## src/rtl/qracc_sram_seq.sv

```systemverilog
// SRAM access sequencer: turns one handshaked read/write request into a timed
// precharge -> wordline -> sense sequence on the analog array controls.
module qracc_sram_seq #(
  parameter int numRows   = 128,
  parameter int numCols   = 32,
  parameter int PchCycles = 2,
  parameter int WlCycles  = 2,
  parameter int SaCycles  = 1
) (
  input  logic                       clk,
  input  logic                       rst,
  input  logic                       rq_valid_i,
  input  logic                       rq_wr_i,
  input  logic [$clog2(numRows)-1:0] addr_i,
  input  logic [numCols-1:0]         wr_data_i,
  input  logic [numCols-1:0]         wr_mask_i,
  output logic                       rq_ready_o,
  output logic                       rd_valid_o,
  output logic [numCols-1:0]         rd_data_o,
  output logic                       busy_o,
  output logic [numRows-1:0]         WL,
  output logic                       PCH,
  output logic                       WRITE,
  output logic [numCols-1:0]         WR_DATA,
  output logic [numCols-1:0]         CSEL,
  output logic                       SAEN,
  input  logic [numCols-1:0]         SA_OUT
);

  localparam int AW   = $clog2(numRows);
  localparam int MAXC = (PchCycles > WlCycles)
                      ? ((PchCycles > SaCycles) ? PchCycles : SaCycles)
                      : ((WlCycles  > SaCycles) ? WlCycles  : SaCycles);
  localparam int CW   = $clog2(MAXC + 1);

  localparam logic [CW-1:0] PCH_LOAD = CW'(PchCycles - 1);
  localparam logic [CW-1:0] WL_LOAD  = CW'(WlCycles - 1);
  localparam logic [CW-1:0] SA_LOAD  = CW'(SaCycles - 1);

  localparam logic [1:0] IDLE   = 2'd0;
  localparam logic [1:0] PRECH  = 2'd1;
  localparam logic [1:0] ACCESS = 2'd2;
  localparam logic [1:0] SENSE  = 2'd3;

  logic [1:0]         state, nxt_state;
  logic [CW-1:0]      cnt, nxt_cnt;
  logic               capture;
  logic               wr_q;
  logic [AW-1:0]      addr_q;
  logic [numCols-1:0] data_q, mask_q;
  logic [numRows-1:0] wl_vec;

  assign rq_ready_o = (state == IDLE);
  assign busy_o     = (state != IDLE);

  // Row decode; an address beyond numRows matches no row, so WL stays all-zero.
  always_comb begin
    wl_vec = '0;
    for (int unsigned r = 0; r < numRows; r++) begin
      wl_vec[r] = (addr_q == AW'(r));
    end
  end

  // Phase sequencing with a single down-counter reloaded on each phase entry.
  always_comb begin
    nxt_state = state;
    nxt_cnt   = cnt;
    capture   = 1'b0;
    case (state)
      IDLE: begin
        if (rq_valid_i) begin
          nxt_state = PRECH;
          nxt_cnt   = PCH_LOAD;
        end
      end
      PRECH: begin
        if (cnt == '0) begin
          nxt_state = ACCESS;
          nxt_cnt   = WL_LOAD;
        end else begin
          nxt_cnt = cnt - CW'(1);
        end
      end
      ACCESS: begin
        if (cnt == '0) begin
          nxt_state = wr_q ? IDLE : SENSE;
          nxt_cnt   = wr_q ? '0 : SA_LOAD;
        end else begin
          nxt_cnt = cnt - CW'(1);
        end
      end
      default: begin
        if (cnt == '0) begin
          nxt_state = IDLE;
          capture   = 1'b1;
        end else begin
          nxt_cnt = cnt - CW'(1);
        end
      end
    endcase
  end

  // State, request latch and registered array controls (decoded from the next state
  // so each control lines up with the phase it belongs to).
  always_ff @(posedge clk) begin
    if (rst) begin
      state      <= IDLE;
      cnt        <= '0;
      wr_q       <= 1'b0;
      addr_q     <= '0;
      data_q     <= '0;
      mask_q     <= '0;
      rd_valid_o <= 1'b0;
      rd_data_o  <= '0;
      WL         <= '0;
      PCH        <= 1'b0;
      WRITE      <= 1'b0;
      WR_DATA    <= '0;
      CSEL       <= '0;
      SAEN       <= 1'b0;
    end else begin
      state <= nxt_state;
      cnt   <= nxt_cnt;
      if (state == IDLE && rq_valid_i) begin
        wr_q   <= rq_wr_i;
        addr_q <= addr_i;
        data_q <= wr_data_i;
        mask_q <= wr_mask_i;
      end
      PCH     <= (nxt_state == PRECH);
      WL      <= (nxt_state == ACCESS || nxt_state == SENSE) ? wl_vec : '0;
      WRITE   <= (nxt_state == ACCESS) && wr_q;
      WR_DATA <= ((nxt_state == ACCESS) && wr_q) ? (data_q & mask_q) : '0;
      if (nxt_state == ACCESS) begin
        CSEL <= wr_q ? mask_q : '1;
      end else if (nxt_state == SENSE) begin
        CSEL <= '1;
      end else begin
        CSEL <= '0;
      end
      SAEN       <= (nxt_state == SENSE);
      rd_valid_o <= capture;
      if (capture) begin
        rd_data_o <= (|wl_vec) ? SA_OUT : '0;
      end
    end
  end

endmodule
```

## config.mk

```make
export PLATFORM = sky130hd
export DESIGN_NAME = qracc_sram_seq
export DESIGN_NICKNAME = d
export VERILOG_FILES = /design/src/rtl/qracc_sram_seq.sv
export SDC_FILE = /design/constraint.sdc
export NUM_CORES = 1
export LEC_CHECK = 0
export BUFFER_PORTS_ARGS = -buffer_cell sky130_fd_sc_hd__buf_2
export CAP_MARGIN = 30
export CORE_UTILIZATION = 49
export CTS_CLUSTER_SIZE = 14
export DETAILED_ROUTE_END_ITERATION = 10
export GPL_ROUTABILITY_DRIVEN = 1
export GPL_TIMING_DRIVEN = 0
export PLACE_DENSITY = 0.89
export SLEW_MARGIN = 20
export SYNTH_ARGS = -nofsm -noshare
export SYNTH_HDL_FRONTEND = slang
export SYNTH_SLANG_ARGS = --single-unit
```

## constraint.sdc

```tcl
create_clock -name clk -period 2.4 [get_ports clk]
set_clock_uncertainty 0.2 [all_clocks]
set_input_delay 0.36 -clock clk [delete_from_list [all_inputs] [get_ports clk]]
set_output_delay 0.36 -clock clk [all_outputs]
set_load 0.02 [all_outputs]
```

==> metrics.md <==
| Metric | Value |
|---|---|
| Maximum VDD drop | 0.579 mV |
| Measured slew at the worst slew-check pin | 839 ps |
| Via count | 9,118 |
| Final Max Slew Viols | 0 |
| Reg area | 6090 µm² |
| 1st-iter DRT viols | 674 |
| Avg Cell Area, Syn | 9.81 µm² |
| RSZ-0062 raised after global routing | no |
| Clk_lat worst skew | 570 ps |
| GRT Total Usage | 32.6% |
| # nets final | 1,533 |
| Required @ worst endpoint | 2600 ps |
| Wire per inst | 19.4 µm |
| Syn Inst Count | 951 |
| Routability cong. | 0.881 |
| Setup TNS | 0 ps |
| RR Startpoint | cnt[0] |
| Yosys warning total | 0 |
| Max_cap viols | 0 |
| Starting Density | 49.9% |
| Clk slew on worst S/H paths | 70 ps |
| Io pins | 337 |
| Clk root buf | clkbuf_16 |
| Placed cell count | 1,521 |
| Syn Nets | 1,061 |
| Synth-to-Final Area Change | 43.2% |
| DR vias/cell | 5.43 |
| Max Freq | 448 MHz |
| Critical path launch point type | flop |
| Most frequent cells in the layout | buf_2, dfxtp_1, nand2_1, nor3_1, dlygate4sd3_1 |
| CP endpoint | WL[107] |
| Grt ovf | 0 |
| Num CTS Buffers | 29 |
| Reg2Reg Depth | 8 |
| Die area | 19,600 µm² |
| Port Buf Inserts | 336 |
| CP arrival | 2430 ps |
| Crit share post-route | 92.9% |
| Hpwl dp | 19,300 µm |
| Largest net degree at the start of global routing | 16 |
| Reg2reg end | WL[107] |
| Worst Path Max Fanout | 10 |
| Commonest non-fill, non-tap cell in the layout | buf_2 |
| Slew margin rel. | 44.1% |
| Core Box Area | 18,700 µm² |
| Die width | 140 µm |
| Crit path from | cnt[0] |
| Vias in the first global route | 9,070 |
| Post-synthesis sequential area ratio | 65.2% |
| Initial antenna violation count | 3 |
| Share of cells above drive strength 1 | 30.4% |
| Final wirelength | 32,600 µm |
| HP Class | input pin to flop |
| Placed Area | 11,300 µm² |
| Synthesis-stage register bit count | 304 |
| Power Density | 881 nW/µm² |
| Final setup fails | 0 |
| Final std cells w/o fill | 1,679 |
| Remaining antenna violation count | 0 |
| Dpl ws | 187 ps |
| Post-layout worst setup margin | 170 ps |
| CP endpoint kind | flop |
| Multi-input logic area | 2800 µm² |
| WS Path Type | flop to flop |
| Tmin final | 2230 ps |
| Num rows | 50 |
| Status | finished, final reports clean |
| Die Height | 140 µm |
| Number of H-tree levels | 1 |
| Post-CTS Setup Inserts | 0 |
| Final core utilization | 71.4% |
| Yosys cell types | 37 |
| Drt drc | 0 |
| First-pass iteration count of the detailed router | 5 |
| CTS tree | done |
| Final Hold Vio Count | 0 |
| Leak | 6.13 nW |
| Max clock buf depth | 3 |
| Design Area, Final | 13,400 µm² |
| First-pass GRT wire length | 49,500 µm |
| Mapped Area | 9330 µm² |
| Clk sinks | 304 |
| Fillers | 1,252 |
| Internal reg-to-reg setup slack | 170 ps |
## synthesized netlist by cell type, drive strengths merged
library cell	n	area, µm²
o32ai	1	8.76
nor2b	7	43.8
nand3	10	50.1
a31oi	1	6.26
dfxtp	304	6090
o22ai	1	6.26
a211oi	3	22.5
nand2b	2	12.5
or2	1	6.26
and3	33	206
nand4	1	6.26
inv	5	18.8
and3b	1	8.76
a21oi	104	521
nor3b	2	20.0
nor3	128	641
o21ai	3	15.0
o211ai	1	7.51
or3b	2	17.5
xnor2	1	8.76
buf	47	342
nand2	225	845
nor4b	1	8.76
and2	1	6.26
o21a	32	240
or4b	1	10.0
nor2	6	22.5
clkbuf	22	85.1
ha	3	37.5
o211a	2	20.0
## cell families (layout without fill, tap and decap cells)
family	count (synthesis)	count (layout)	synth area share (%)
other	0	1	0
xor gates and xnor gates	1	1	0.0939
and+or+nand+nor	421	421	20.4
DFF	304	304	65.2
AOI/OAI and AO/OA	148	148	9.08
buffers and inverters	74	567	4.77
adders and majority gates	3	3	0.402
## power breakdown
part	switching, mW	internal, mW
registers	0.143	5.27
clock network	1.98	2.74
logic	1.02	0.607
## routing by layer
metal  up-vias  global-route usage, %  part of all wire (%)
met5         -                      0                 0.071
met4         4                   21.6                   6.5
met3       169                   8.17                   9.1
met2       615                   56.6                    49
met1      4209                   35.3                    35
li1       4121                      -                     -
## worst min-delay path by stage
stage | cells after the start | end | from | slack (ps)
global placement | 2 | rd_data_o[12] | rd_data_o[12] | 240
global route | 4 | WL[17] | rst | 220
floorplan | 2 | data_q[0] | data_q[0] | 230
CTS | 4 | WL[18] | rst | 140
finish | 4 | WL[20] | rst | 180
detailed placement | 2 | data_q[21] | data_q[21] | 240
## repair_timing
| item | CTS | global route |
|---|---|---|
| gates resized for setup | 0 | 1 |
| hold buffers | 105 | 0 |
| endpoints found under the hold margin | 106 | 0 |
| endpoints found under the setup margin | 0 | 2 |
## cell type report
cell class / count / area share [%]
multi-input cells: 573 / 20.9
clock buffers: 41 / 6.52
well taps: 234 / 2.19
plain buffers: 69 / 3.21
clock inverters: 11 / 0.955
diodes: 1 / 0.0187
flip-flops and latches: 304 / 45.6
repair buffers: 441 / 20.5
inverters: 5 / 0.141
## metrics by stage
| stage | power, mW | hold slack, ps |
|---|---|---|
| after floorplan | 6.40 | 232 |
| after global placement | 6.86 | 239 |
| after detailed placement | 6.89 | 243 |
| after CTS | 11.6 | 140 |
| after global routing | 12.1 | 216 |
| final | 11.8 | 178 |
## registers in the layout, indices dropped and copies added, names as in the netlist
register / cells
rd_valid_o: 1
SAEN: 1
CSEL: 32
WR_DATA: 32
WRITE: 1
mask_q: 32
cnt: 2
wr_q: 1
WL: 128
data_q: 32
state: 2
rd_data_o: 32
PCH: 1
addr_q: 7
## critical path: stages (launching register included)
cell and delay, ps:
dfxtp_1 360, inv_1 90, ha_1 190, buf_2 160, and2_1 180, o21ai_1 260, clkbuf_4 280, buf_2 270
nor3_1 100
No activity file was read; power rests on OpenSTA's default activity.
